`src/rtl/alu_sequencer_pkg.sv`:
```
// ============================================================================
// alu_sequencer_pkg : shared ALU control types and sequencer state encoding
// Revision: 1.0
// ============================================================================
`default_nettype none

package alu_sequencer_pkg;

  localparam int REG_COUNT = 4;
  localparam int DATA_W    = 8;
  localparam int ADDR_W    = $clog2(REG_COUNT);

  typedef enum logic [3:0] {
    ADD = 4'd0, SUB, AND, OR, XOR, NOT, SHL, SHR, ROL, ROR, MUL, DIV
  } alu_op_e;

  typedef enum logic [2:0] {
    NONE = 3'd0, ZERO, CARRY, NEGATIVE, REMAINDER
  } alu_flag_e;

  typedef enum logic [1:0] {
    IDLE  = 2'd0,
    ISSUE = 2'd1,
    WRITE = 2'd2
  } seq_state_e;

  function automatic logic is_unary(input alu_op_e op);
    return op inside {SHL, ROL, SHR, ROR, NOT};
  endfunction

endpackage

`default_nettype wire

```
`src/rtl/alu_sequencer.sv`:
```
// ============================================================================
// alu_sequencer : 4x8 register file feeding a sibling ALU, 3-cycle issue FSM
// Revision: 1.0
// ============================================================================
`default_nettype none

module alu_sequencer
  import alu_sequencer_pkg::*;
(
  input  logic              clock,
  input  logic              reset,
  input  logic              req_valid,
  output logic              req_ready,
  input  alu_op_e           req_op,
  input  logic [ADDR_W-1:0] req_dst,
  input  logic [ADDR_W-1:0] req_src1,
  input  logic [ADDR_W-1:0] req_src2,
  input  logic              req_imm_en,
  input  logic [DATA_W-1:0] req_imm,
  input  logic              load_en,
  input  logic [ADDR_W-1:0] load_addr,
  input  logic [DATA_W-1:0] load_data,
  input  logic [ADDR_W-1:0] rd_addr,
  output logic [DATA_W-1:0] rd_data,
  output logic [DATA_W-1:0] alu_register1,
  output logic [DATA_W-1:0] alu_register2,
  output alu_op_e           alu_op,
  output logic              alu_enable,
  input  logic [DATA_W-1:0] alu_result,
  input  alu_flag_e         alu_flag,
  output logic              done,
  output logic              done_err,
  output alu_flag_e         flag_q
);

  seq_state_e        r_state;
  seq_state_e        w_state_nxt;
  logic [DATA_W-1:0] r_regs [REG_COUNT];
  alu_op_e           r_op;
  logic [ADDR_W-1:0] r_dst;
  logic [DATA_W-1:0] r_opnd1;
  logic [DATA_W-1:0] r_opnd2;
  logic              r_div0;
  alu_flag_e         r_flag;

  logic              w_accept;
  logic [DATA_W-1:0] w_opnd2;
  logic              w_div0;

  assign w_accept = req_valid && (r_state == IDLE);
  assign w_opnd2  = is_unary(req_op) ? '0 : (req_imm_en ? req_imm : r_regs[req_src2]);
  // A divide by zero never reaches the ALU; it completes with an error instead.
  assign w_div0   = (req_op == DIV) && (w_opnd2 == '0);

  assign rd_data       = r_regs[rd_addr];
  assign alu_register1 = r_opnd1;
  assign alu_register2 = r_opnd2;
  assign alu_op        = r_op;
  assign flag_q        = r_flag;

  always_ff @(posedge clock or posedge reset) begin
    if (reset) begin
      r_state <= IDLE;
    end else begin
      r_state <= w_state_nxt;
    end
  end

  always_comb begin
    w_state_nxt = r_state;
    req_ready   = 1'b0;
    alu_enable  = 1'b0;
    done        = 1'b0;
    done_err    = 1'b0;
    case (r_state)
      IDLE: begin
        req_ready = 1'b1;
        if (req_valid) begin
          w_state_nxt = w_div0 ? WRITE : ISSUE;
        end
      end
      ISSUE: begin
        alu_enable  = 1'b1;
        w_state_nxt = WRITE;
      end
      WRITE: begin
        alu_enable  = !r_div0;
        done        = 1'b1;
        done_err    = r_div0;
        w_state_nxt = IDLE;
      end
      default: w_state_nxt = IDLE;
    endcase
  end

  // Loads only land in idle cycles with no accepted request, so no write-port conflict.
  always_ff @(posedge clock or posedge reset) begin
    if (reset) begin
      for (int i = 0; i < REG_COUNT; i++) begin
        r_regs[i] <= '0;
      end
      r_op    <= ADD;
      r_dst   <= '0;
      r_opnd1 <= '0;
      r_opnd2 <= '0;
      r_div0  <= 1'b0;
      r_flag  <= NONE;
    end else if (w_accept) begin
      r_op    <= req_op;
      r_dst   <= req_dst;
      r_opnd1 <= r_regs[req_src1];
      r_opnd2 <= w_opnd2;
      r_div0  <= w_div0;
    end else if (r_state == WRITE) begin
      if (!r_div0) begin
        r_regs[r_dst] <= alu_result;
        r_flag        <= alu_flag;
      end
    end else if (load_en && (r_state == IDLE)) begin
      r_regs[load_addr] <= load_data;
    end
  end

endmodule

`default_nettype wire

```
`config.mk`:
```
export PLATFORM = sky130hd
export DESIGN_NAME = alu_sequencer
export DESIGN_NICKNAME = d
export VERILOG_FILES = /design/src/rtl/alu_sequencer_pkg.sv /design/src/rtl/alu_sequencer.sv
export SDC_FILE = /design/constraint.sdc
export NUM_CORES = 1
export LEC_CHECK = 0
export ABC_AREA = 1
export BUFFER_PORTS_ARGS = -buffer_cell sky130_fd_sc_hd__buf_2
export CAP_MARGIN = 20
export CORE_MARGIN = 2
export CORE_UTILIZATION = 48
export CTS_CLUSTER_SIZE = 16
export DETAILED_ROUTE_END_ITERATION = 8
export GPL_TIMING_DRIVEN = 0
export PLACE_DENSITY_LB_ADDON = 0.2
export SLEW_MARGIN = 20
export SYNTH_ARGS = -nofsm -noshare
export SYNTH_HDL_FRONTEND = slang
export SYNTH_SLANG_ARGS = --single-unit
```
`constraint.sdc`:
```
create_clock -name clock -period 4.3 [get_ports clock]
set_input_delay 0.645 -clock clock [delete_from_list [all_inputs] [get_ports clock]]
set_output_delay 0.645 -clock clock [all_outputs]
set_load 0.005 [all_outputs]
```
======== Word level (Yosys, flattened, before mapping) ========
Cells that the tools add are included.
operators by class
  equality and inequality tests ........... 10
  order comparisons ....................... 7
  bitwise gates (word level) .............. 7
  muxes and demuxes ....................... 27
  reductions and logical operators ........ 12
operators by type and width
  operator                                                     number
  2-to-1 mux 32 bit                                            3
  2-to-1 mux 8 bit                                             10
  bitwise mux 32 bit                                           2
  binary-select mux 8 bit (select 2 bit)                       3
  demux 8 bit (select 2 bit)                                   2
  greater-or-equal comparator 3 bit (second input constant)    5
  NOT 2 -> 3 bit                                               5
  == test 4 x 3 -> 1 bit (second input constant)               3
  == test 4 bit (second input constant)                        3
  logical NOT 8 bit                                            1
  less-than comparator 3 x 1 -> 1 bit (second input constant)  2
  AND reduction 3 bit                                          2
  logical AND 1 bit                                            5
  nonzero test 5 bit                                           1
  2-to-1 mux 2 bit                                             2
  inequality test 2 bit (second input constant)                2
  case mux 2 bit (2 select lines)                              1
  2-to-1 mux 1 bit                                             3
  == test 2 x 1 -> 1 bit (second input constant)               1
  == test 2 bit (second input constant)                        1
  logical NOT 2 bit                                            1
  NOT 1 bit                                                    2
  case mux 1 bit (2 select lines)                              1
  nonzero test 2 bit                                           1
  logical NOT 1 bit                                            1
word-level totals
  output and inout bits ................... 35
  logic and storage cells ................. 74
  register bits ........................... 60

======== Longest topological paths before layout ========
  depth in word-level cells ............... 11
  depth in mapped cells ................... 13

======== Least setup slack after synthesis ========
OpenSTA, ideal clock, no wires.
  path type ............................... register -> output
  from .................................... register r_state[0]
  to ...................................... output port alu_enable
  arrival time ............................ 1314 ps
  path buffers ............................ 2
  path slack .............................. 2341 ps
  stages on the path, launching flop included .. 8
  data required time ...................... 3655 ps
  path through ............................ dfrtp_1 inv_1 ha_1 inv_2 buf_4 buf_2 nor2_1 o21a_1
on the way
  longest elaborated chain between the ends .. 2
ends and longest elaborated chain
  item                                                     line                 RTL
  start: declaration                                       alu_sequencer.sv:36  seq_state_e r_state;
  start signal: assignment                                 alu_sequencer.sv:65  r_state <= w_state_nxt;
  == test 2 bit or == test 2 x 1 -> 1 bit (tied branches)  alu_sequencer.sv:75  case (r_state)
  case mux 1 bit (2 select lines) (*)                      alu_sequencer.sv:75
  end: declaration                                         alu_sequencer.sv:28  output logic alu_enable,
Mark *: on every way between the ends. The rest lies on a longest branch, timed or not.

======== Worst setup path after layout ========
Ends and elaborated chain as after synthesis.

==> flow_summary.json <==
{
  "status": "complete, no violations",
  "fill_cells": 766,
  "die_h_um": 91.93,
  "syn_area_um2": 3711,
  "die_x_um": 91.93,
  "cts_max_level": 3,
  "synth_top_area_share_pct": 40.46,
  "worstMarginPinSlew_ps": 581.0,
  "drive_gt1_share_pct": 21.69,
  "multi_input_comb_area_um2": 1853,
  "io_pins": 81,
  "endpoint_kind": "output pin",
  "synth-edff-count": 0,
  "viasPerCell": 5.388,
  "drv_slew": 0,
  "finalCritPeriodShare_pct": 60.78,
  "postSynthCellCount": 511,
  "wl_per_cell_um": 15.34,
  "setup_tns_ps": 0,
  "clockRootBuffer": "clkbuf_8",
  "clk_latency_ps": 350,
  "grt_pass1_vias": 3673,
  "path_class": "register to output pin",
  "antenna_found_initial": 0,
  "ys_seq_area_share_pct": 40.46,
  "rsz0062_at_grt": "no",
  "reg2reg_from": "r_state[0]",
  "postCtsResizedCells": 0,
  "reg2regPathDepth": 9,
  "drtIter0Drc": 299,
  "hpwl_mm": 8.396,
  "finClkSkew_ps": 10.52,
  "cap_violations": 0,
  "num_antenna_cells": 0,
  "finalHoldViolCount": 0,
  "wl_mm": 10.83,
  "yosysWarnings": 0,
  "fp.dieArea_um2": 8451,
  "cts_tree": "built",
  "area_growth_pct": 19.45,
  "clock_path_buffers": 2,
  "area.sequential_um2": 1501,
  "hp-class": "primary input to async pin",
  "first_pass_iters": 5,
  "overflow": 0,
  "synth_nets": 560,
  "setup_viol": 0,
  "gp_congestion": 0.8736,
  "peakVddDrop_v": 0.0002928,
  "ys_ff_latch": 60,
  "holdWs_ps": 166.1,
  "cts_hold_buf": 0,
  "avgSynthCellArea_um2": 7.262,
  "max_freq_mhz": 382.6,
  "slew_headroom_pct": 61.26,
  "synthArstFlopShare_pct": 100.0,
  "cp-start-kind": "register",
  "synth_most_common_cell": "nand2_1",
  "power.density_nw_per_um2": 648.5,
  "grt_usage_pct": 27.09,
  "via_count": 3804,
  "start_util_pct": 48.78,
  "core_um2": 7607,
  "synth_commonest_cells": "120 x nand2_1, 60 x dfrtp_1, 60 x o21ai_0",
  "final.min_clock_period_ps": 2614,
  "required_ps": 3650,
  "synthTopCellsByArea": "dfrtp_1 40%, nand2_1 12%, o21ai_0 8.1%",
  "drc_errors": 0,
  "path_max_fanout": 10,
  "yosysUniqueCellTypes": 29,
  "p_leak_nw": 2.082,
  "cp.arrival_ps": 1970,
  "post_cts_buffers": 0,
  "port_buffers": 76,
  "grt_max_degree": 58,
  "nNetsFinal": 648,
  "numCtsBuffers": 9,
  "synth_top_cell_by_area": "dfrtp_1",
  "path_clk_slew_ps": 70,
  "ant_nets": 0,
  "rows": 32,
  "grt_pass1_wl_mm": 18.09,
  "clock_sinks": 60,
  "synthFlopType": "dfrtp_1",
  "critPathLaunch": "r_state[0]"
}
-- registers in the layout, summed over array words and instances (netlist names) --
signal	count
r_regs	32
alu_register1	8
alu_register2	8
alu_op	4
flag_q	3
r_dst	2
r_state	2
r_div0	1
-- area by class of cell --
cell class | instances | share of cell area, %
Timing Repair Buffer | 77 | 9.201
Clock inverter | 5 | 1.185
Multi-Input combinational cell | 371 | 41.80
Sequential cell | 60 | 33.87
Clock buffer | 11 | 2.964
Inverter | 52 | 4.460
Buffer | 28 | 3.641
Tap cell | 102 | 2.879
-- routing by layer --
layer | share of wire (%) | vias up | global-route usage [%]
met3 | 6.8 | 16 | 3.862
met4 | 1.5 | 0 | 10.20
li1 | - | 1894 | -
met2 | 46 | 154 | 43.26
met1 | 46 | 1740 | 37.49
met5 | 0 | - | 0
-- critical path: stages (launching register included) --
cell and delay (ps):
dfrtp_1 360, inv_1 70, ha_1 290, inv_2 130
buf_4 180, buf_2 240, nor2_1 60, o21a_1 160
buf_2 120
-- logic make-up after synthesis --
family	after synthesis	synth area share, %
adders and majority gates	3	1.012
buffers and inverters	80	9.609
muxes	3	0.9103
AOI/OAI and AO/OA	148	23.70
DFF	60	40.46
and+or+nand+nor	217	24.31
-- power breakdown --
group | internal, mW | switching [mW]
Combinational | 0.499 | 0.815
Clock | 0.265 | 0.237
Sequential | 0.844 | 0.215
-- metrics by stage --
| step | total power [mW] | worst slack (ps) | util (%) | area [um2] | cells |
|---|---|---|---|---|---|
| floorplan | 1.898 | 2170 | - | 3711 | 511 |
| CTS | 2.865 | 1682 | 58.27 | 4433 | 706 |
| global route | 3.116 | 1568 | 58.27 | 4433 | 706 |
| detailed placement | 2.363 | 1959 | 55.86 | 4249 | 690 |
| finish | 2.875 | 1686 | 58.27 | 4433 | 706 |
| global placement | 2.327 | 1415 | 55.46 | 4219 | 689 |
-- cells in the final DEF, fill, tap and decap left out, types with 2 or more instances in the layout --
cell type and n:
nand4_1 8, o21ai_0 60, a211oi_4 3, nor2_1 52, dfrtp_1 60, o22ai_1 28
buf_4 2, clkinv_2 3, buf_6 5, nand2_1 120, inv_1 45, clkbuf_8 9
ha_1 3, mux2_2 3, nand3_1 31, inv_2 6, o21ai_2 6, clkbuf_1 14
a21oi_1 32, buf_2 84, a31oi_1 16
-- final timing paths --
check	to	slack [ps]
min in group clock	alu_op[2]	480
setup / recovery	alu_enable	1690
hold / removal	alu_register1[1]	170
max in group asynchronous	r_regs[22]	3650
hold reg to reg	alu_op[2]	480
setup reg to reg	r_regs[5]	2310
(Power assumes the default switching activity.)
